$ cat src/rtl/fifo_arb_pkg.sv
// Shared types, default parameters and helpers for the packet-aware FIFO write arbiter.
package fifo_arb_pkg;

    localparam int DEF_NUM_REQ   = 4;
    localparam int DEF_WIDTH     = 8;
    localparam int DEF_MAX_BEATS = 16;

    typedef enum logic {
        IDLE  = 1'b0,
        BURST = 1'b1
    } arb_state_t;

    // Requester index visited at position 'off' of a cyclic scan starting at 'ptr'.
    function automatic int unsigned rr_pick_idx(input int unsigned ptr,
                                                input int unsigned off,
                                                input int unsigned n);
        return (ptr + off) % n;
    endfunction

endpackage

$ cat src/rtl/rr_arbiter.sv
// Combinational cyclic-priority pick: first asserted request at or after ptr.
module rr_arbiter
    import fifo_arb_pkg::*;
#(
    parameter int N = DEF_NUM_REQ
) (
    input  logic [N-1:0]         req,
    input  logic [$clog2(N)-1:0] ptr,
    output logic [$clog2(N)-1:0] grant,
    output logic                 any_req
);

    localparam int IW = $clog2(N);

    logic [IW-1:0] idx;

    assign any_req = |req;

    // Scan from the farthest offset down so the nearest requester overwrites last.
    always_comb begin
        grant = '0;
        idx   = '0;
        for (int i = N - 1; i >= 0; i--) begin
            idx = IW'(rr_pick_idx(int'(ptr), i, N));
            if (req[idx]) begin
                grant = idx;
            end
        end
    end

endmodule

$ cat src/rtl/fifo_wr_arbiter.sv
// Packet-aware round-robin arbiter sharing one FIFO write port between NUM_REQ producers.
module fifo_wr_arbiter
    import fifo_arb_pkg::*;
#(
    parameter int NUM_REQ   = DEF_NUM_REQ,
    parameter int WIDTH     = DEF_WIDTH,
    parameter int MAX_BEATS = DEF_MAX_BEATS
) (
    input  logic                       clk,
    input  logic                       rst_n,
    input  logic [NUM_REQ-1:0]         req_valid,
    input  logic [NUM_REQ-1:0]         req_last,
    input  logic [NUM_REQ*WIDTH-1:0]   req_data,
    output logic [NUM_REQ-1:0]         req_ready,
    input  logic                       fifo_full,
    output logic                       fifo_write,
    output logic [WIDTH-1:0]           fifo_data_in,
    output logic [$clog2(NUM_REQ)-1:0] grant_id,
    output logic                       busy
);

    localparam int IW = $clog2(NUM_REQ);
    localparam int CW = $clog2(MAX_BEATS + 1);

    arb_state_t    state_q, state_d;
    logic [IW-1:0] rr_ptr_q, rr_ptr_d;
    logic [IW-1:0] grant_q, grant_d;
    logic [CW-1:0] beat_cnt_q, beat_cnt_d;

    logic [IW-1:0] pick;
    logic          any_req;
    logic          end_of_grant;
    logic [IW-1:0] grant_plus1;

    rr_arbiter #(
        .N (NUM_REQ)
    ) u_rr (
        .req     (req_valid),
        .ptr     (rr_ptr_q),
        .grant   (pick),
        .any_req (any_req)
    );

    // Outputs are gated by reset so a reset landing mid-burst writes nothing.
    assign busy         = rst_n && (state_q == BURST);
    assign fifo_write   = busy && req_valid[grant_q] && !fifo_full;
    assign fifo_data_in = req_data[grant_q*WIDTH +: WIDTH];
    assign grant_id     = grant_q;

    generate
        for (genvar gi = 0; gi < NUM_REQ; gi++) begin : g_ready
            assign req_ready[gi] = fifo_write && (grant_q == IW'(gi));
        end
    endgenerate

    assign end_of_grant = req_last[grant_q] || (beat_cnt_q == CW'(MAX_BEATS - 1));
    assign grant_plus1  = (grant_q == IW'(NUM_REQ - 1)) ? '0 : grant_q + 1'b1;

    always_comb begin
        state_d    = state_q;
        rr_ptr_d   = rr_ptr_q;
        grant_d    = grant_q;
        beat_cnt_d = beat_cnt_q;
        case (state_q)
            IDLE: begin
                if (any_req) begin
                    grant_d    = pick;
                    beat_cnt_d = '0;
                    state_d    = BURST;
                end
            end
            BURST: begin
                if (fifo_write) begin
                    if (end_of_grant) begin
                        // Counter parks at zero so it never reaches MAX_BEATS.
                        beat_cnt_d = '0;
                        rr_ptr_d   = grant_plus1;
                        state_d    = IDLE;
                    end else begin
                        beat_cnt_d = beat_cnt_q + 1'b1;
                    end
                end
            end
            default: begin
                state_d = IDLE;
            end
        endcase
    end

    always_ff @(posedge clk) begin
        if (!rst_n) begin
            state_q    <= IDLE;
            rr_ptr_q   <= '0;
            grant_q    <= '0;
            beat_cnt_q <= '0;
        end else begin
            state_q    <= state_d;
            rr_ptr_q   <= rr_ptr_d;
            grant_q    <= grant_d;
            beat_cnt_q <= beat_cnt_d;
        end
    end

endmodule

$ cat config.mk
export PLATFORM = sky130hd
export DESIGN_NAME = fifo_wr_arbiter
export DESIGN_NICKNAME = d
export VERILOG_FILES = /design/src/rtl/fifo_arb_pkg.sv /design/src/rtl/rr_arbiter.sv /design/src/rtl/fifo_wr_arbiter.sv
export SDC_FILE = /design/constraint.sdc
export NUM_CORES = 1
export LEC_CHECK = 0
export ABC_AREA = 1
export CORE_UTILIZATION = 39
export CTS_CLUSTER_DIAMETER = 40
export DETAILED_ROUTE_END_ITERATION = 16
export PLACE_DENSITY = 0.85
export SLEW_MARGIN = 20
export SYNTH_ARGS = -nofsm -noshare
export SYNTH_HDL_FRONTEND = slang
export SYNTH_SLANG_ARGS = --single-unit
$ cat constraint.sdc
create_clock -name clk -period 2.11 [get_ports clk]
set_clock_uncertainty 0.1 [all_clocks]
set_input_delay 0.5275 -clock clk [delete_from_list [all_inputs] [get_ports clk]]
set_output_delay 0.5275 -clock clk [all_outputs]
set_load 0.05 [all_outputs]
======== Yosys cells after proc, flatten, opt, wreduce, memory -nomap -nowiden ========
Index checks and enable logic that the tools add are counted.
operators by class
  add/sub/neg operators ................... 5
  multipliers ............................. 0
  divide/modulo/power cells ............... 0
  $lt $le $gt $ge ......................... 5
  equality and inequality tests ........... 6
  shift-type cells ........................ 1
  mux-type cells .......................... 25
  bitwise gates (word level) .............. 1
  reduce and logical (&&, ||, !) cells .... 14
operators with widths
  kind                 number
  $shiftx 32x6->8      1
  $lt 2x3->1 const B   5
  $mux 5               3
  $bmux 1 s2           6
  $mux 2               5
  $pmux 5 s2           1
  $mux 1               9
  $logic_and 1x1->1    7
  $add 5x1->5 const B  1
  $eq 5x4->1 const B   1
  $add 2x1->2 const B  2
  $add 2x2->2 const B  2
  $eq 2x2->1 const B   2
  $ne 2x2->1 const B   2
  $reduce_and 2->1     2
  $reduce_or 4->1      1
  $reduce_and 3->1     1
  $eq 2x1->1 const B   1
  $logic_not 2->1      1
  $pmux 1 s2           1
  $logic_not 1->1      1
  $logic_or 1x1->1     1
  $not 1->1            1
word-level totals
  register bits ........................... 10
  bits in latches ......................... 0
  memory bits (writable) .................. 0
  bits in read-only memories .............. 0
  input bits .............................. 43
  memories kept ........................... 0

======== Depth between registers and ports, before layout ========
  word-level depth ........................ 7
  depth in mapped cells ................... 10

======== Hierarchy ========
A second synthesis with hierarchy kept.
second synthesis, totals
  cell total of the unflattened synthesis .. 191
  area total of the unflattened synthesis .. 1,083.5 µm²
by module, submodules not included
  module           times used  cells an instance  area each (µm²)  seq. area each (µm²)
  fifo_wr_arbiter  1           145                894.6            200.2
  rr_arbiter       1           46                 188.9            0.0

======== Least setup slack after synthesis ========
No wires, ideal clock.
  path type ............................... register to output
  from .................................... reg grant_q[0], in the netlist grant_id[0]
  to ...................................... out fifo_data_in[4]
  arrival time ............................ 2.047 ns
  setup slack ............................. -0.564 ns
  cell stages (with the launch flop) ...... 5
  buffers on the path ..................... 2
  cell sequence ........................... dfxtp_1 buf_4 buf_2 o21ai_0 o22ai_1
on the way
  cells in the longest elaborated chain, start to end .. 1
RTL lines
  what                    RTL line               source
  from (decl)             fifo_wr_arbiter.sv:27  logic [IW-1:0] grant_q, grant_d;
  from (signal assigned)  fifo_wr_arbiter.sv:99  grant_q <= grant_d;
  $shiftx 32x6->8         fifo_wr_arbiter.sv:47  assign fifo_data_in = req_data[grant_q*WIDTH +: WIDTH];
  to (decl)               fifo_wr_arbiter.sv:17  output logic [WIDTH-1:0] fifo_data_in,
Every way passes these cells.

======== Worst setup path in the final report ========
  from .................................... in req_data[13]
  to ...................................... out fifo_data_in[5]
on the way
  cells in the longest elaborated chain, start to end .. 1
RTL lines
  what             RTL line               source
  from (decl)      fifo_wr_arbiter.sv:13  input logic [NUM_REQ*WIDTH-1:0] req_data,
  $shiftx 32x6->8  fifo_wr_arbiter.sv:47
Every way passes these cells.

==> results_dict.tcl <==
set metrics [dict create \
    status "finished with violations" \
    violations "negative setup slack" \
    clock-sinks 10 \
    die_x_um 55.4 \
    cts_tree "done" \
    total_power_mw 1.30 \
    ys_warn_count 0 \
    cts.path.max_buffers 2 \
    synthTopCellsByArea "dfxtp_1 18%, nor2_1 11%, nand2_1 11%, o21ai_0 9.0%, ha_1 6.7%" \
    drc 0 \
    cp-start-kind "primary input" \
    port_buffers 58 \
    slew_headroom_pct 78.6 \
    hold_ws_ps 407 \
    die_area_um2 3070 \
    clk_pin_slew_worst_paths_ps 70 \
    design_area_um2 2100 \
    nFillCells 176 \
    grt_pass1_vias 1203 \
    wl_um 3600 \
    synthFlopType "dfxtp_1" \
    hold_buffers 0 \
    synth-edff-count 0 \
    num_rows 19 \
    antenna_found_initial 0 \
    track_usage_pct 20.8 \
    drv_slew 0 \
    dp_hpwl_um 2660 \
    num_io_pins 59 \
    crit_path_end_kind "output pin" \
    setup_violations 1 \
    synth_commonest_cells "34 x nor2_1, 32 x nand2_1, 20 x o21ai_0" \
    cp.arrival_ps 1530 \
    syn_inst 182 \
    root_buffer "clkbuf_4" \
    grt_first_pass_wirelength_um 5160 \
    critPathBufInv 2 \
    n_antenna_cell 0 \
    synth_xor_area_share_pct 0.787 \
    vias 1442 \
    viasPerCell 5.11 \
    htree_levels 1 \
    peakVddDrop_mv 0.704 \
    synthesis.area_um2 1110 \
    rrSetupSlack_ps 510 \
    finalCritPeriodShare_pct 102 \
    period_minus_slack_ps 2160 \
    p_leak_nw 0.948 \
    grt_max_degree 20 \
    chipHeight_um 55.4 \
    ys_types 27 \
    post_drt_wl_per_cell_um 12.8 \
    dr.first_iter.drc_count 67 \
    setup_ws_ps -47.5 \
    critPathRequiredTime_ps 1480 \
    slowest_stage "clkdlybuf4s50_1" \
    synthesis.nets 231 \
    ant_nets 0 \
    area_growth_pct 89.2 \
    synth_most_common_cell "nor2_1" \
    worstHoldPathType "reg2reg" \
    crit_chain "clkdlybuf4s50_1 > o21ai_0 > o22ai_2 > buf_12" \
    synth_mux_area_share_pct 0 \
    postSynthAreaPerCell_um2 6.11 \
    synthSimpleGateAreaFrac_pct 42.1 \
    synth-seq-area-share_pct 18.0 \
    hold_viol_final 0 \
    synth_top_area_share_pct 18.0 \
    cpPeakStageDelay_ps 400 \
    power-per-cell-area_nw_per_um2 618 \
    crit_type "in2out" \
    critPathMaxFanout 1 \
    dpl-instance-area_um2 1990 \
    synth_top_family_by_area "simple AND/OR/NAND/NOR gates" \
    gp_congestion 0.803 \
    drv_cap 0 \
    cts_made_buffers 3 \
    async_flop_share_pct 0 \
    coreArea_um2 2730 \
    ys_ff_latch 10 \
    nets 301 \
    synthAdderAreaFrac_pct 6.75 \
    synth_compound_area_share_pct 19.7 \
    drive_above_1_share_pct 29.9 \
    clk_latency_ps 260 \
    final.setup.tns_ps -47.5 \
    tightest_slew_ps 317 \
    max_freq_ghz 0.464 \
    synth_top_area_cell "dfxtp_1" \
    drt-pass1-iter-count 4 \
    cpLargestDelayFamily "buffers and inverters" \
    start_util_pct 40.7 \
    grt_overflow_total 0 \
]
==> worst min-delay path: stages, from the launching register on <==
cell and delay [ps]:
dfxtp_1 340, a21oi_1 50, nor2_1 80
==> logic make-up (layout without fill, tap and decap cells) <==
group | Yosys count | after routing
compound gates | 38 | 38
xor+xnor | 1 | 1
fa+ha+maj | 6 | 6
buf+inv | 31 | 100
flops | 10 | 10
simple gates | 96 | 96
==> placed cells by master, fill, tap and decap left out, types with 8 or more instances in the layout <==
| cell type | instances |
|---|---|
| buf_4 | 13 |
| nand2_1 | 32 |
| nand3_1 | 11 |
| dfxtp_1 | 8 |
| buf_12 | 17 |
| o22ai_2 | 8 |
| nor2_1 | 30 |
| inv_1 | 19 |
| o21ai_0 | 18 |
| clkdlybuf4s50_1 | 36 |
==> what timing repair did <==
item,CTS,global route
buffers inserted,0,2
resized for setup,15,9
pin swaps,3,5
endpoints found under the setup margin,6,7
==> flip-flops by register name, indices dropped and copies added (netlist names) <==
| signal | cells |
|---|---|
| beat_cnt_q | 5 |
| grant_id | 2 |
| rr_ptr_q | 2 |
| state_q | 1 |
==> metrics by stage <==
stage	utilization [%]	setup WS (ps)	std cells
5_1_grt	77.0	-77.9	282
6_report	77.0	-47.5	282
2_1_floorplan	-	-49.1	182
4_1_cts	75.1	7.29	280
3_3_place_gp	72.6	-174	276
3_5_place_dp	72.6	-225	276
==> cell type report <==
cell class              count  area (µm²)  area share, %
flip-flops and latches     10         205           9.75
clock buffers               4        36.3           1.72
inverters                  24         108           5.11
well taps                  31        38.8           1.84
multi-input cells         141         865           41.1
repair buffers             72         852           40.5
==> worst paths after layout <==
path | start | endpoint | cells past startpoint
setup / recovery | req_data[13] | fifo_data_in[5] | 4
hold / removal | beat_cnt_q[3] | beat_cnt_q[3] | 2
setup reg to reg | grant_id[0] | beat_cnt_q[1] | 9
hold reg to reg | beat_cnt_q[3] | beat_cnt_q[3] | 2
==> routing by layer <==
| layer | vias up | GRT usage [%] | share of wire, % |
|---|---|---|---|
| met5 | - | 0 | 0 |
| met4 | 0 | 6.07 | 1.9 |
| met3 | 8 | 2.81 | 5.8 |
| met2 | 62 | 38.7 | 53 |
| met1 | 642 | 24.5 | 39 |
| li1 | 730 | - | - |
==> where the power goes <==
part	switching [mW]	leakage [nW]	internal (mW)
clock network	0.0681	0.0210	0.105
registers	0.0235	0.0829	0.213
logic	0.481	0.844	0.409
Note: power is estimated with default switching activity, not from simulation.
